**src/rtl/fetch_stage_if.sv**
```systemverilog
// Fetch-stage bus: hazard/decode controls in, instruction-memory address out,
// and the IF/ID register contents delivered to decode.
interface fetch_stage_if;
  logic        stall_f;
  logic        flush_d;
  logic        redir_valid;
  logic [31:0] redir_target;
  logic [31:0] pc_f;
  logic [31:0] instr_f;
  logic [31:0] instr_d;
  logic [31:0] pc_d;
  logic [31:0] pc8_d;
  logic        valid_d;
  logic        fault_d;
  logic [31:0] fetch_cnt;

  // Surrounding pipeline, hazard unit and instruction memory
  modport master (
    output stall_f, flush_d, redir_valid, redir_target, instr_f,
    input  pc_f, instr_d, pc_d, pc8_d, valid_d, fault_d, fetch_cnt
  );

  // Fetch stage itself
  modport slave (
    input  stall_f, flush_d, redir_valid, redir_target, instr_f,
    output pc_f, instr_d, pc_d, pc8_d, valid_d, fault_d, fetch_cnt
  );
endinterface

```
**src/rtl/fetch_stage.sv**
```systemverilog
// PC generation and IF/ID register for the P5 MIPS core (delay-slot fetch,
// stall/flush, decode redirects buffered across stalls, fault tagging).
module fetch_stage #(
  parameter logic [31:0] RESET_PC     = 32'h0000_3000,
  parameter int unsigned IM_ADDR_BITS = 10
) (
  input  logic          clk,
  input  logic          reset,
  fetch_stage_if.slave  bus
);

  localparam int unsigned XLEN     = 32;
  localparam logic [32:0] IM_BYTES = 33'(4) << IM_ADDR_BITS;

  logic [XLEN-1:0] r_pc;
  logic [XLEN-1:0] r_pend_target;
  logic            r_pend;
  logic [XLEN-1:0] r_instr_d;
  logic [XLEN-1:0] r_pc_d;
  logic [XLEN-1:0] r_pc8_d;
  logic            r_valid_d;
  logic            r_fault_d;
  logic [XLEN-1:0] r_fetch_cnt;

  logic [XLEN-1:0] w_pc_off;
  logic            w_fault_f;
  logic [XLEN-1:0] w_next_pc;

  // Fault on misaligned PC or PC outside the instruction-memory window
  always_comb begin
    w_pc_off  = r_pc - RESET_PC;
    w_fault_f = (r_pc[1:0] != 2'b00) || ({1'b0, w_pc_off} >= IM_BYTES);
  end

  // A live redirect takes priority over one buffered during a stall
  always_comb begin
    w_next_pc = r_pc + XLEN'(4);
    if (bus.redir_valid) begin
      w_next_pc = bus.redir_target;
    end else if (r_pend) begin
      w_next_pc = r_pend_target;
    end
  end

  always_ff @(posedge clk or negedge reset) begin
    if (!reset) begin
      r_pc          <= RESET_PC;
      r_pend        <= 1'b0;
      r_pend_target <= '0;
      r_instr_d     <= '0;
      r_pc_d        <= '0;
      r_pc8_d       <= '0;
      r_valid_d     <= 1'b0;
      r_fault_d     <= 1'b0;
      r_fetch_cnt   <= '0;
    end else begin
      if (!bus.stall_f) begin
        r_pc   <= w_next_pc;
        r_pend <= 1'b0;
      end else if (bus.redir_valid) begin
        r_pend        <= 1'b1;
        r_pend_target <= bus.redir_target;
      end

      // Flush inserts a nop bubble even while the stage is stalled
      if (bus.flush_d) begin
        r_instr_d <= '0;
        r_pc_d    <= '0;
        r_pc8_d   <= '0;
        r_valid_d <= 1'b0;
        r_fault_d <= 1'b0;
      end else if (!bus.stall_f) begin
        r_instr_d   <= w_fault_f ? '0 : bus.instr_f;
        r_pc_d      <= r_pc;
        r_pc8_d     <= r_pc + XLEN'(8);
        r_valid_d   <= 1'b1;
        r_fault_d   <= w_fault_f;
        r_fetch_cnt <= r_fetch_cnt + XLEN'(1);
      end
    end
  end

  assign bus.pc_f      = r_pc;
  assign bus.instr_d   = r_instr_d;
  assign bus.pc_d      = r_pc_d;
  assign bus.pc8_d     = r_pc8_d;
  assign bus.valid_d   = r_valid_d;
  assign bus.fault_d   = r_fault_d;
  assign bus.fetch_cnt = r_fetch_cnt;

endmodule

```
**src/flat_wrapper.sv**
```systemverilog
// flat-port wrapper written by rule: the top's interface ports become plain ports
module fetch_stage_flat 
#(
  parameter logic [31:0] RESET_PC     = 32'h0000_3000,
  parameter int unsigned IM_ADDR_BITS = 10
)
  (clk, reset, bus_stall_f, bus_flush_d, bus_redir_valid, bus_redir_target, bus_instr_f, bus_pc_f, bus_instr_d, bus_pc_d, bus_pc8_d, bus_valid_d, bus_fault_d, bus_fetch_cnt);
  fetch_stage_if bus_i ();
  input  logic clk;
  input  logic reset;
  input wire logic [$bits(bus_i.stall_f)-1:0] bus_stall_f;
  input wire logic [$bits(bus_i.flush_d)-1:0] bus_flush_d;
  input wire logic [$bits(bus_i.redir_valid)-1:0] bus_redir_valid;
  input wire logic [$bits(bus_i.redir_target)-1:0] bus_redir_target;
  input wire logic [$bits(bus_i.instr_f)-1:0] bus_instr_f;
  output wire logic [$bits(bus_i.pc_f)-1:0] bus_pc_f;
  output wire logic [$bits(bus_i.instr_d)-1:0] bus_instr_d;
  output wire logic [$bits(bus_i.pc_d)-1:0] bus_pc_d;
  output wire logic [$bits(bus_i.pc8_d)-1:0] bus_pc8_d;
  output wire logic [$bits(bus_i.valid_d)-1:0] bus_valid_d;
  output wire logic [$bits(bus_i.fault_d)-1:0] bus_fault_d;
  output wire logic [$bits(bus_i.fetch_cnt)-1:0] bus_fetch_cnt;
  assign bus_i.stall_f = bus_stall_f;
  assign bus_i.flush_d = bus_flush_d;
  assign bus_i.redir_valid = bus_redir_valid;
  assign bus_i.redir_target = bus_redir_target;
  assign bus_i.instr_f = bus_instr_f;
  assign bus_pc_f = bus_i.pc_f;
  assign bus_instr_d = bus_i.instr_d;
  assign bus_pc_d = bus_i.pc_d;
  assign bus_pc8_d = bus_i.pc8_d;
  assign bus_valid_d = bus_i.valid_d;
  assign bus_fault_d = bus_i.fault_d;
  assign bus_fetch_cnt = bus_i.fetch_cnt;
  fetch_stage #(.RESET_PC(RESET_PC), .IM_ADDR_BITS(IM_ADDR_BITS)) u_core (.clk(clk), .reset(reset), .bus(bus_i));
endmodule
```
**config.mk**
```make
export PLATFORM = sky130hd
export DESIGN_NAME = fetch_stage_flat
export DESIGN_NICKNAME = d
export VERILOG_FILES = /design/src/rtl/fetch_stage_if.sv /design/src/rtl/fetch_stage.sv /design/src/flat_wrapper.sv
export SDC_FILE = /design/constraint.sdc
export NUM_CORES = 1
export LEC_CHECK = 0
export CAP_MARGIN = 25
export CORE_AREA = 2 2 145 147
export CTS_BUF_LIST = sky130_fd_sc_hd__clkbuf_4 sky130_fd_sc_hd__clkbuf_8
export DETAILED_ROUTE_END_ITERATION = 16
export DIE_AREA = 0 0 147 149
export HOLD_SLACK_MARGIN = 0.06
export PLACE_DENSITY_LB_ADDON = 0.2
export SLEW_MARGIN = 0
export SYNTH_ARGS = -nofsm -noshare
export SYNTH_HDL_FRONTEND = slang
export SYNTH_SLANG_ARGS = --single-unit
```
**constraint.sdc**
```tcl
create_clock -name clk -period 2.87 [get_ports clk]
set_input_delay 0.574 -clock clk [delete_from_list [all_inputs] [get_ports clk]]
set_output_delay 0.574 -clock clk [all_outputs]
set_load 0.005 [all_outputs]
```
==> summary.txt <==
Status
  – Outcome: completed

Power and ir drop
  – Tot Pwr: 0.00642 W
  – VDD IR max: 0.000357 V
  – Leakage power: 5.04 nW
  – PwrDens: 520 nW/µm²

Floorplan
  – Site Rows: 53
  – Initial Util: 0.457
  – Die width: 147 µm
  – # IOs: 231
  – Core Box Area: 20600 µm²
  – Die ar.: 21900 µm²
  – Die Y: 149 µm

STA
  – Endpoints failing hold: 0
  – Worst Tran Pin Value: 0.616 ns
  – Maximum operating frequency: 388 MHz
  – Hold Slack: 0.0816 ns
  – Final setup fails: 0
  – Setup tns final: 0 ns
  – Slew HR: 0.585
  – Min Clock Period, post-route: 2.58 ns
  – Period utilization: 0.898
  – Unrepaired setup endpoints after global routing: no
  – Slew Viols, Final: 0
  – Clk_skew: 0.0134 ns
  – Setup ws final: 0.293 ns

Setup path
  – Critical R2R Capture: u_core.bus.pc8_d[28]
  – Maximum fanout along the worst path: 14
  – Reg-to-reg startpoint: u_core.bus.pc_f[18]
  – CP peak stage delay: 0.67 ns
  – Kind of critical path: reg2reg
  – Crit path capture type: register
  – R2R depth: 4
  – Req. time, crit path: 3.24 ns
  – CP Launch Type: register
  – Crit-path cells: nand4_1, or4_4, or4_1, a311oi_1
  – Buf+Inv Stages, Crit Path: 0
  – Family with the most delay on the worst path: simple AND/OR/NAND/NOR gates
  – Reg2reg setup slack: 0.29 ns
  – WP data arrival: 2.95 ns
  – Worst path slowest cell: dfrtp_1

Job
  – MaxCap Viol Count: 0

Routing
  – Vias/cell: 5.89
  – Routed wire per std cell: 20.1 µm
  – DRT antenna net count: 0
  – Drt pass-1 iters: 6
  – Drt drc: 0
  – Total Wirelength: 28100 µm
  – Initial drt markers: 641
  – Routed via count: 8248

Logic synthesis
  – Synthesized flop and latch total: 192
  – Synthesized instance count: 915
  – Post-synth EDFFs: 0
  – Post-synthesis sequential area ratio: 0.511
  – Synth warn: 0
  – Number of library cell types mapped by synthesis: 71
  – Top cells by area in the synthesized netlist: dfrtp_1 51%, nor2_1 4.7%, mux2_2 4.1%, mux2i_1 3.6%, xnor2_1 3.3%
  – Share of the synthesized area in the top cell type: 0.506
  – Syn_nets: 988
  – Synth Area per Inst: 10.3 µm²
  – Synth Cell Area: 9400 µm²
  – Post-synth top flop: dfrtp_1
  – Async SR Flop Fraction: 1.00
  – Synth area leader: dfrtp_1

Clocking
  – CTS Buf Count: 17
  – Root buffer cell: clkbuf_8
  – CTS resizes: 0
  – Worst-case clock buffer depth: 2
  – Max H-tree Level: 4
  – CTS tree: yes
  – # hold bufs at CTS: 0
  – Postcts setup bufs: 0
  – Worst-path clk slew: 0.10 ns
  – Clk sink count: 192
  – Worst-Skew Late Latency: 0.47 ns

Placement
  – Routability congestion estimate: 0.875
  – DP Worst Slack: 0.143 ns
  – Inst Count DP: 1368
  – Number of port buffers: 230
  – Dpl hpwl: 19400 µm

Layout
  – Ant. Diodes: 0
  – Layout cell share with drive strength beyond 1: 0.111
  – Non-Filler Instances: 1400
  – Nets: 1186
  – P&R area growth vs syn: 31.3%

Global route
  – Initial antenna violation count: 1
  – Largest net degree at the start of global routing: 68
  – Vias in the first global route: 8099
  – First-pass GRT wire length: 44600 µm
  – Gr usage total: 0.257
  – GR Overflow Total: 0

Hold path
  – Hold Crit Class: in2async
-- layout by cell type (no fill, tap or decap), drive strengths merged, types with 4 or more instances in the layout --
cell	count
o211ai	5
a221oi	8
xnor2	35
nand4	23
clkdlybuf4s50	227
a211oi	12
a311o	5
a311oi	12
nand3	27
clkbuf	21
nor3	9
nor2b	4
mux2i	34
or3	9
o2bb2ai	5
dfrtp	190
nor4	20
a32oi	32
and4	9
inv	18
clkinv	6
buf	42
mux2	34
nand2	49
a31oi	8
a22o	4
or4	12
ha	4
nor2	118
o21ai	35
and3	9
o31ai	9
a21oi	26
or2	4
a22oi	8
xor2	6
o22ai	4
-- cells in the mapped netlist, drive strengths merged (8+ instances only) --
| library cell | instances |
|---|---|
| and4 | 9 |
| and3 | 9 |
| nand4 | 23 |
| a311oi | 12 |
| a31oi | 8 |
| clkbuf | 62 |
| nand2 | 49 |
| buf | 29 |
| mux2 | 34 |
| or4 | 12 |
| a32oi | 32 |
| nand3 | 27 |
| or3 | 9 |
| mux2i | 34 |
| inv | 15 |
| dfrtp | 190 |
| nor4 | 20 |
| xnor2 | 35 |
| a21oi | 26 |
| o31ai | 9 |
| a22oi | 8 |
| o21ai | 35 |
| nor2 | 118 |
| a211oi | 12 |
| a221oi | 8 |
| nor3 | 9 |
-- per-layer routing --
metal / GRT usage / wire [µm] / share of wire
met1: 0.331 / 11600 / 0.41
met2: 0.423 / 13800 / 0.49
met3: 0.0618 / 1930 / 0.068
met4: 0.0995 / 820 / 0.029
met5: 0 / 13 / 0.00046
-- worst register-to-register path, cell delays in order (launching register included) --
cell	delay, ns
dfrtp_1	0.67
nand4_1	0.35
or4_4	0.66
or4_1	0.54
a311oi_1	0.27
-- registers in the layout, indices dropped and copies added (netlist names) --
name / count
u_core.bus.pc8_d: 32
u_core.bus.fault_d: 1
u_core.r_pend: 1
u_core.r_pend_target: 32
u_core.bus.valid_d: 1
u_core.bus.pc_f: 32
u_core.bus.instr_d: 32
u_core.bus.pc_d: 29
u_core.bus.fetch_cnt: 32
-- how the worst max path moves through the flow --
stage,endpoint,cells past startpoint,from
2_1_floorplan,u_core.bus.pc8_d[29],7,u_core.bus.pc_f[3]
6_report,u_core.bus.pc8_d[28],4,u_core.bus.pc_f[18]
5_1_grt,u_core.bus.pc8_d[30],4,u_core.bus.pc_f[18]
4_1_cts,u_core.bus.pc8_d[28],4,u_core.bus.pc_f[18]
3_5_place_dp,u_core.bus.pc_f[13],6,bus_redir_valid
3_3_place_gp,u_core.bus.pc_f[13],6,bus_redir_valid
-- cells by family (layout without fill, tap and decap cells) --
logic type | after synthesis | in the layout | synth area share
buffers and inverters | 106 | 316 | 0.0488
multiplexers | 68 | 68 | 0.0769
adder cells (fa/ha/maj) | 4 | 4 | 0.00532
flip-flops | 192 | 192 | 0.511
AO/OA/AOI/OAI | 198 | 198 | 0.154
AND/OR/NAND/NOR | 306 | 306 | 0.166
XOR/XNOR | 41 | 41 | 0.0382
-- final cells by class --
| cell class | instances | area (µm²) |
|---|---|---|
| Fill cell | 1764 | 8210 |
| Sequential cell | 192 | 4810 |
| Multi-Input combinational cell | 617 | 4140 |
| Timing Repair Buffer | 270 | 2630 |
| Tap cell | 275 | 344 |
| Clock buffer | 20 | 275 |
| Clock inverter | 11 | 105 |
| Inverter | 15 | 56.3 |
-- metrics by stage --
step | util | instance area [µm²]
after floorplan | - | 9400
after global placement | 0.582 | 12000
after detailed placement | 0.582 | 12000
after CTS | 0.600 | 12300
after global routing | 0.601 | 12400
final | 0.601 | 12400
-- power breakdown --
part           switching (W)  internal, W  total (W)
Combinational       0.000601     0.000741    0.00134
Sequential          0.000357      0.00296    0.00331
Clock                0.00100     0.000762    0.00176
Power figures use the tool's default switching activity.
